==> config.mk <==
export PLATFORM = sky130hd
export DESIGN_NAME = fetch_unit
export DESIGN_NICKNAME = d
export VERILOG_FILES = /design/src/rtl/fetch_unit.sv
export SDC_FILE = /design/constraint.sdc
export NUM_CORES = 1
export LEC_CHECK = 0
export ABC_AREA = 1
export CORE_ASPECT_RATIO = 1.4
export CORE_UTILIZATION = 40
export CTS_CLUSTER_SIZE = 16
export DETAILED_ROUTE_END_ITERATION = 8
export GPL_TIMING_DRIVEN = 0
export HOLD_SLACK_MARGIN = 0.05
export PLACE_DENSITY = 0.72
export SLEW_MARGIN = 0
export SYNTH_ARGS = -nofsm -noshare
export SYNTH_HDL_FRONTEND = slang
export SYNTH_SLANG_ARGS = --single-unit
==> constraint.sdc <==
create_clock -name i_clk -period 2.3 [get_ports i_clk]
set_clock_uncertainty 0.05 [all_clocks]
set_input_delay 0.345 -clock i_clk [delete_from_list [all_inputs] [get_ports i_clk]]
set_output_delay 0.345 -clock i_clk [all_outputs]
set_load 0.005 [all_outputs]
==> src/rtl/fetch_unit.sv <==
// ---------------------------------------------------------------------------
// fetch_unit
//
// Instruction fetch stage sitting directly in front of the decoder. It owns
// the 16-bit program counter, fetches one word at a time from instruction
// memory over a req/ack handshake, presents that word to the decoder with a
// valid flag (held while the decoder stalls) and redirects the PC whenever
// execute reports a taken branch.
//
// Ports:
//   i_clk        clock, every state update happens on the rising edge
//   i_rst        synchronous active-high reset
//   i_en         fetch enable; low stops new fetches from being issued
//   i_stall      decoder not ready; the presented word is held
//   i_br_take    taken-branch strobe (one cycle)
//   i_br_addr    branch target, sampled while i_br_take is high
//   o_mem_req    instruction memory request
//   o_mem_addr   request address, stable while o_mem_req is high
//   i_mem_ack    memory acknowledge; i_mem_data is valid in the same cycle
//   i_mem_data   instruction word returned by memory
//   o_inst       instruction presented to the decoder
//   o_inst_valid o_inst holds a word for the decoder
//   o_pc         address that o_inst was fetched from
//   o_fault      sticky fetch timeout fault
//
// Build option:
//   FETCH_TIMEOUT_EN  when defined, a watchdog counts FETCH cycles without an
//                     ack and enters FAULT after MEM_TIMEOUT of them. When
//                     undefined, FETCH waits forever and o_fault is tied low.
// ---------------------------------------------------------------------------
module fetch_unit #(
  parameter logic [15:0] RESET_PC    = 16'h0000,
  parameter int unsigned PC_STEP     = 1,
  parameter int unsigned MEM_TIMEOUT = 15
) (
  input  logic        i_clk,
  input  logic        i_rst,
  input  logic        i_en,
  input  logic        i_stall,
  input  logic        i_br_take,
  input  logic [15:0] i_br_addr,
  output logic        o_mem_req,
  output logic [15:0] o_mem_addr,
  input  logic        i_mem_ack,
  input  logic [15:0] i_mem_data,
  output logic [15:0] o_inst,
  output logic        o_inst_valid,
  output logic [15:0] o_pc,
  output logic        o_fault
);

  typedef enum logic [1:0] {
    IDLE  = 2'd0,
    FETCH = 2'd1,
    HOLD  = 2'd2,
    FAULT = 2'd3
  } state_t;

  localparam logic [15:0] STEP = 16'(PC_STEP);

  state_t      state_q, state_d;
  logic [15:0] pc_q, pc_d;
  logic        mem_req_q, mem_req_d;
  logic [15:0] mem_addr_q, mem_addr_d;
  logic [15:0] inst_q, inst_d;
  logic [15:0] inst_pc_q, inst_pc_d;
  logic        inst_valid_q, inst_valid_d;
  logic        kill_q, kill_d;
  logic [15:0] redirect;
  logic        timeout_hit;

  // Address following the word currently on the bus; 16-bit arithmetic so
  // 16'hFFFF naturally wraps to 16'h0000.
  logic [15:0] next_seq_addr;
  assign next_seq_addr = mem_addr_q + STEP;

`ifdef FETCH_TIMEOUT_EN
  localparam logic [15:0] TLIMIT = 16'(MEM_TIMEOUT - 1);

  logic [15:0] tcount_q, tcount_d;
  logic        fault_q;

  // The watchdog fires on the last allowed waiting cycle, so the request is
  // visible for exactly MEM_TIMEOUT cycles before it is dropped.
  assign timeout_hit = (tcount_q >= TLIMIT);

  // Count only cycles that stay in FETCH without an ack; any ack (including a
  // discarded one that re-issues) or leaving FETCH starts the count over.
  always_comb begin
    tcount_d = 16'h0000;
    if ((state_q == FETCH) && (state_d == FETCH) && !i_mem_ack) begin
      tcount_d = tcount_q + 16'h0001;
    end
  end

  // Watchdog count and the sticky fault flag, which simply mirrors entry
  // into the FAULT state.
  always_ff @(posedge i_clk) begin
    if (i_rst) begin
      tcount_q <= 16'h0000;
      fault_q  <= 1'b0;
    end else begin
      tcount_q <= tcount_d;
      fault_q  <= (state_d == FAULT);
    end
  end

  assign o_fault = fault_q;
`else
  // Without the watchdog a request may wait indefinitely; the limit is only
  // referenced here so the parameter keeps the same meaning in both builds.
  assign timeout_hit = (MEM_TIMEOUT == 0) & 1'b0;
  assign o_fault     = 1'b0;
`endif

  // Next-state and next-output logic. A taken branch outranks every other
  // event except reset; in FAULT it is ignored because FAULT is left only
  // through reset.
  always_comb begin
    state_d      = state_q;
    pc_d         = pc_q;
    mem_req_d    = mem_req_q;
    mem_addr_d   = mem_addr_q;
    inst_d       = inst_q;
    inst_pc_d    = inst_pc_q;
    inst_valid_d = inst_valid_q;
    kill_d       = kill_q;
    redirect     = pc_q;

    case (state_q)
      IDLE: begin
        if (i_br_take) begin
          pc_d         = i_br_addr;
          inst_valid_d = 1'b0;
          if (i_en) begin
            state_d    = FETCH;
            mem_req_d  = 1'b1;
            mem_addr_d = i_br_addr;
          end
        end else if (i_en) begin
          state_d    = FETCH;
          mem_req_d  = 1'b1;
          mem_addr_d = pc_q;
        end
      end

      FETCH: begin
        if (i_mem_ack) begin
          if (kill_q || i_br_take) begin
            // The returning word belongs to the old path: drop it and
            // restart at the branch target held in pc (or arriving now).
            kill_d = 1'b0;
            if (i_br_take) begin
              pc_d     = i_br_addr;
              redirect = i_br_addr;
            end
            inst_valid_d = 1'b0;
            if (i_en) begin
              mem_req_d  = 1'b1;
              mem_addr_d = redirect;
            end else begin
              state_d   = IDLE;
              mem_req_d = 1'b0;
            end
          end else begin
            inst_d       = i_mem_data;
            inst_pc_d    = mem_addr_q;
            inst_valid_d = 1'b1;
            pc_d         = next_seq_addr;
            mem_req_d    = 1'b0;
            state_d      = HOLD;
          end
        end else if (i_br_take) begin
          // The request cannot be withdrawn, so remember to discard its data.
          pc_d         = i_br_addr;
          inst_valid_d = 1'b0;
          kill_d       = 1'b1;
        end else if (timeout_hit) begin
          state_d   = FAULT;
          mem_req_d = 1'b0;
        end
      end

      HOLD: begin
        if (i_br_take) begin
          // Any simultaneous transfer still counts; the branch only decides
          // where the next fetch goes.
          pc_d         = i_br_addr;
          inst_valid_d = 1'b0;
          if (i_en) begin
            state_d    = FETCH;
            mem_req_d  = 1'b1;
            mem_addr_d = i_br_addr;
          end else begin
            state_d = IDLE;
          end
        end else if (!i_stall) begin
          inst_valid_d = 1'b0;
          if (i_en) begin
            state_d    = FETCH;
            mem_req_d  = 1'b1;
            mem_addr_d = pc_q;
          end else begin
            state_d = IDLE;
          end
        end
      end

      FAULT: begin
        mem_req_d    = 1'b0;
        inst_valid_d = 1'b0;
      end

      default: begin
        state_d   = IDLE;
        mem_req_d = 1'b0;
      end
    endcase
  end

  // State and output registers; every output comes straight from a flop.
  always_ff @(posedge i_clk) begin
    if (i_rst) begin
      state_q      <= IDLE;
      pc_q         <= RESET_PC;
      mem_req_q    <= 1'b0;
      mem_addr_q   <= RESET_PC;
      inst_q       <= 16'h0000;
      inst_pc_q    <= RESET_PC;
      inst_valid_q <= 1'b0;
      kill_q       <= 1'b0;
    end else begin
      state_q      <= state_d;
      pc_q         <= pc_d;
      mem_req_q    <= mem_req_d;
      mem_addr_q   <= mem_addr_d;
      inst_q       <= inst_d;
      inst_pc_q    <= inst_pc_d;
      inst_valid_q <= inst_valid_d;
      kill_q       <= kill_d;
    end
  end

  assign o_mem_req    = mem_req_q;
  assign o_mem_addr   = mem_addr_q;
  assign o_inst       = inst_q;
  assign o_inst_valid = inst_valid_q;
  assign o_pc         = inst_pc_q;

endmodule

==> results.json <==
{
  "status": "finished clean",
  "end_kind": "flip-flop",
  "synth_edf_count": 0,
  "fin_hold_ws_ns": 0.420,
  "grt_remaining_overflow": 0,
  "crit_fanout": 10,
  "cts_tree": "done",
  "drtAntennaViolNets": 0,
  "combPwrFrac": 0.200,
  "clockBufferDepth": 2,
  "synth_fp_nets": 492,
  "die_h_um": 109,
  "antenna_found_initial": 0,
  "vdd_ir_drop_max_v": 0.000482,
  "finalWirelength_mm": 9.31,
  "syn_area_sq_mm": 0.00327,
  "synth.largest_area_cell": "dfxtp_1",
  "fin_total_pwr_mw": 3.25,
  "yosysUniqueCellTypes": 34,
  "syn_to_final_growth_pct": 38.1,
  "ctsResizeCount": 0,
  "grt_first_pass_wirelength_mm": 15.5,
  "rsz0062_at_grt": "false",
  "p_clk_frac": 0.374,
  "post-route-util": 0.575,
  "switching_power_uw": 902,
  "path_buf_inv": 4,
  "dp_hpwl_mm": 6.77,
  "crit_path_max_incr_delay_ns": 0.37,
  "ys.flop_type": "dfxtp_1",
  "postSynthCellCount": 449,
  "layout-drive-gt1-share": 0.0888,
  "slowest_stage": "dfxtp_1",
  "initial_core_util": 0.416,
  "synth_top_cell_area_share": 0.423,
  "hold_viol": 0,
  "nets": 590,
  "synth.most_common_cell": "o21ai_0",
  "min_period_over_period": 0.884,
  "max_freq_ghz": 0.492,
  "pin_count": 89,
  "power_density_mw_per_mm2": 721,
  "setup_viol_count_final": 0,
  "fillers": 756,
  "die_w_um": 78.4,
  "placement.io_buffers": 87,
  "worstSetupStartpoint": "state_q[0]",
  "p_int_mw": 2.35,
  "slew_headroom": 0.562,
  "vias_per_cell": 5.14,
  "routabilityCongestion": 0.875,
  "numCtsBuffers": 9,
  "track_usage": 0.233,
  "wl_per_cell_um": 14.3,
  "slew_violations": 0,
  "synth_area_leaders": "dfxtp_1 42%, o21ai_0 11%, a21oi_1 9.0%",
  "fp.dieArea_sq_mm": 0.00853,
  "firstDrtPassIters": 4,
  "cts-hold-fix-buffers": 0,
  "synth_seq_area_share": 0.423,
  "cts_setup_buffers": 0,
  "drt_iter0_drc": 278,
  "grt_max_degree": 14,
  "cp.required_ns": 2.48,
  "cp_common_cell": "inv_1",
  "synth_common_cells": "70 x o21ai_0, 69 x dfxtp_1, 69 x nand2_1",
  "diodes": 0,
  "grt_pass1_vias": 3366,
  "clkTransAtPathRegs_ns": 0.08,
  "swShare": 0.277,
  "power_frac_seq": 0.426,
  "start_kind": "flip-flop",
  "cts_sinks": 69,
  "critPathKind": "reg2reg",
  "p_leak_nw": 1.84,
  "yosysWarnings": 0,
  "row_count": 38,
  "path_cells": "inv_1, ha_1, inv_1, nand3_2, nor2_4, inv_1, clkbuf_1, o21ai_0, a21oi_1",
  "crit_family": "buffers and inverters",
  "hold_path.startpoint": "pc_q[14]",
  "fin_crit_ns": 2.03,
  "postLayoutCellArea_sq_mm": 0.00451,
  "clk_latency_ns": 0.35,
  "vias": 3351,
  "maxCapViolCount": 0,
  "ys_async_sr_fraction": 0,
  "htree_levels": 3,
  "core_sq_mm": 0.00785,
  "reg2reg_from": "state_q[0]",
  "drc_errors": 0,
  "ys_ff_latch": 69,
  "dpl_cell_area_sq_mm": 0.00426,
  "hp-class": "reg2reg",
  "cts-root-buf": "clkbuf_8",
  "worst_pin_slew_ns": 0.654,
  "setup_tns_ns": 0,
  "cp.arrival_ns": 2.21,
  "syn_avg_cell_area_sq_um": 7.27
}
## logic make-up after synthesis
logic type               share of synthesized area
multiplexers                                0.0215
other                                      0.00115
flip-flops                                   0.423
AND/OR/NAND/NOR                              0.218
buffers and inverters                       0.0808
adder cells (fa/ha/maj)                     0.0192
AO/OA/AOI/OAI                                0.221
XOR/XNOR                                    0.0161
## through the flow
step	setup slack [ns]	cells
floorplan	0.686	449
global placement	0.0134	636
detailed placement	0.000735	636
CTS	0.293	652
global route	0.0726	652
finish	0.267	652
## flip-flops by register name, indices dropped and copies added (netlist names)
register and flops:
o_inst 16, o_mem_req 1, pc_q 16, o_pc 16
o_mem_addr 16, kill_q 1, state_q 2, o_inst_valid 1
## power by group through the flow
stage | Sequential (mW) | Combinational [mW] | Clock, mW
5_1_grt | 1.40 | 0.731 | 1.28
3_5_place_dp | 1.41 | 0.648 | 0
4_1_cts | 1.38 | 0.652 | 1.22
6_report | 1.39 | 0.650 | 1.22
3_3_place_gp | 1.41 | 0.636 | 0
2_1_floorplan | 1.40 | 0.342 | 0
## area by class of cell
type / count / area [sq um] / share of cell area
timing repair buffer: 87 / 871 / 0.193
multi-input combinational: 322 / 1620 / 0.359
inverter: 34 / 128 / 0.0283
clock buffer: 9 / 124 / 0.0275
tap: 100 / 125 / 0.0277
buffer: 24 / 136 / 0.0302
clock inverter: 7 / 124 / 0.0275
sequential: 69 / 1380 / 0.306
## routing by layer
metal,track usage,vias up,wire (um)
met5,0,-,0
met4,0.106,0,201
met3,0.0552,23,622
met2,0.419,133,4670
met1,0.258,1516,3820
li1,-,1679,-
## final timing paths
check	end	cells after the start	slack (ns)
hold reg to reg	pc_q[14]	2	0.42
setup / recovery	pc_q[6]	9	0.27
hold / removal	pc_q[14]	2	0.42
setup reg to reg	pc_q[6]	9	0.27
## cells in the final DEF (no fill, tap or decap), types with 2 or more instances in the layout
| cell | n |
|---|---|
| a21oi_1 | 59 |
| nor2_1 | 65 |
| mux2i_1 | 7 |
| or2_2 | 3 |
| clkbuf_1 | 13 |
| o21ai_2 | 3 |
| xor2_1 | 5 |
| nor2_4 | 2 |
| nand4_1 | 4 |
| clkdlybuf4s50_1 | 87 |
| inv_2 | 4 |
| buf_6 | 5 |
| clkbuf_8 | 9 |
| inv_1 | 30 |
| clkinv_4 | 3 |
| buf_2 | 3 |
| o21ai_0 | 70 |
| bufinv_16 | 3 |
| dfxtp_1 | 69 |
| nor2_2 | 7 |
| ha_1 | 5 |
| nand2_1 | 69 |
| nand3_1 | 11 |
## worst register-to-register path: cells and delay by family, from the launching register on
| family | cells | cell delay [ns] |
|---|---|---|
| buffers and inverters | 4 | 0.55 |
| AO/OA/AOI/OAI | 2 | 0.31 |
| adder cells (fa/ha/maj) | 1 | 0.23 |
| AND/OR/NAND/NOR | 2 | 0.41 |
| flip-flops | 1 | 0.37 |
Power figures use the tool's default switching activity.
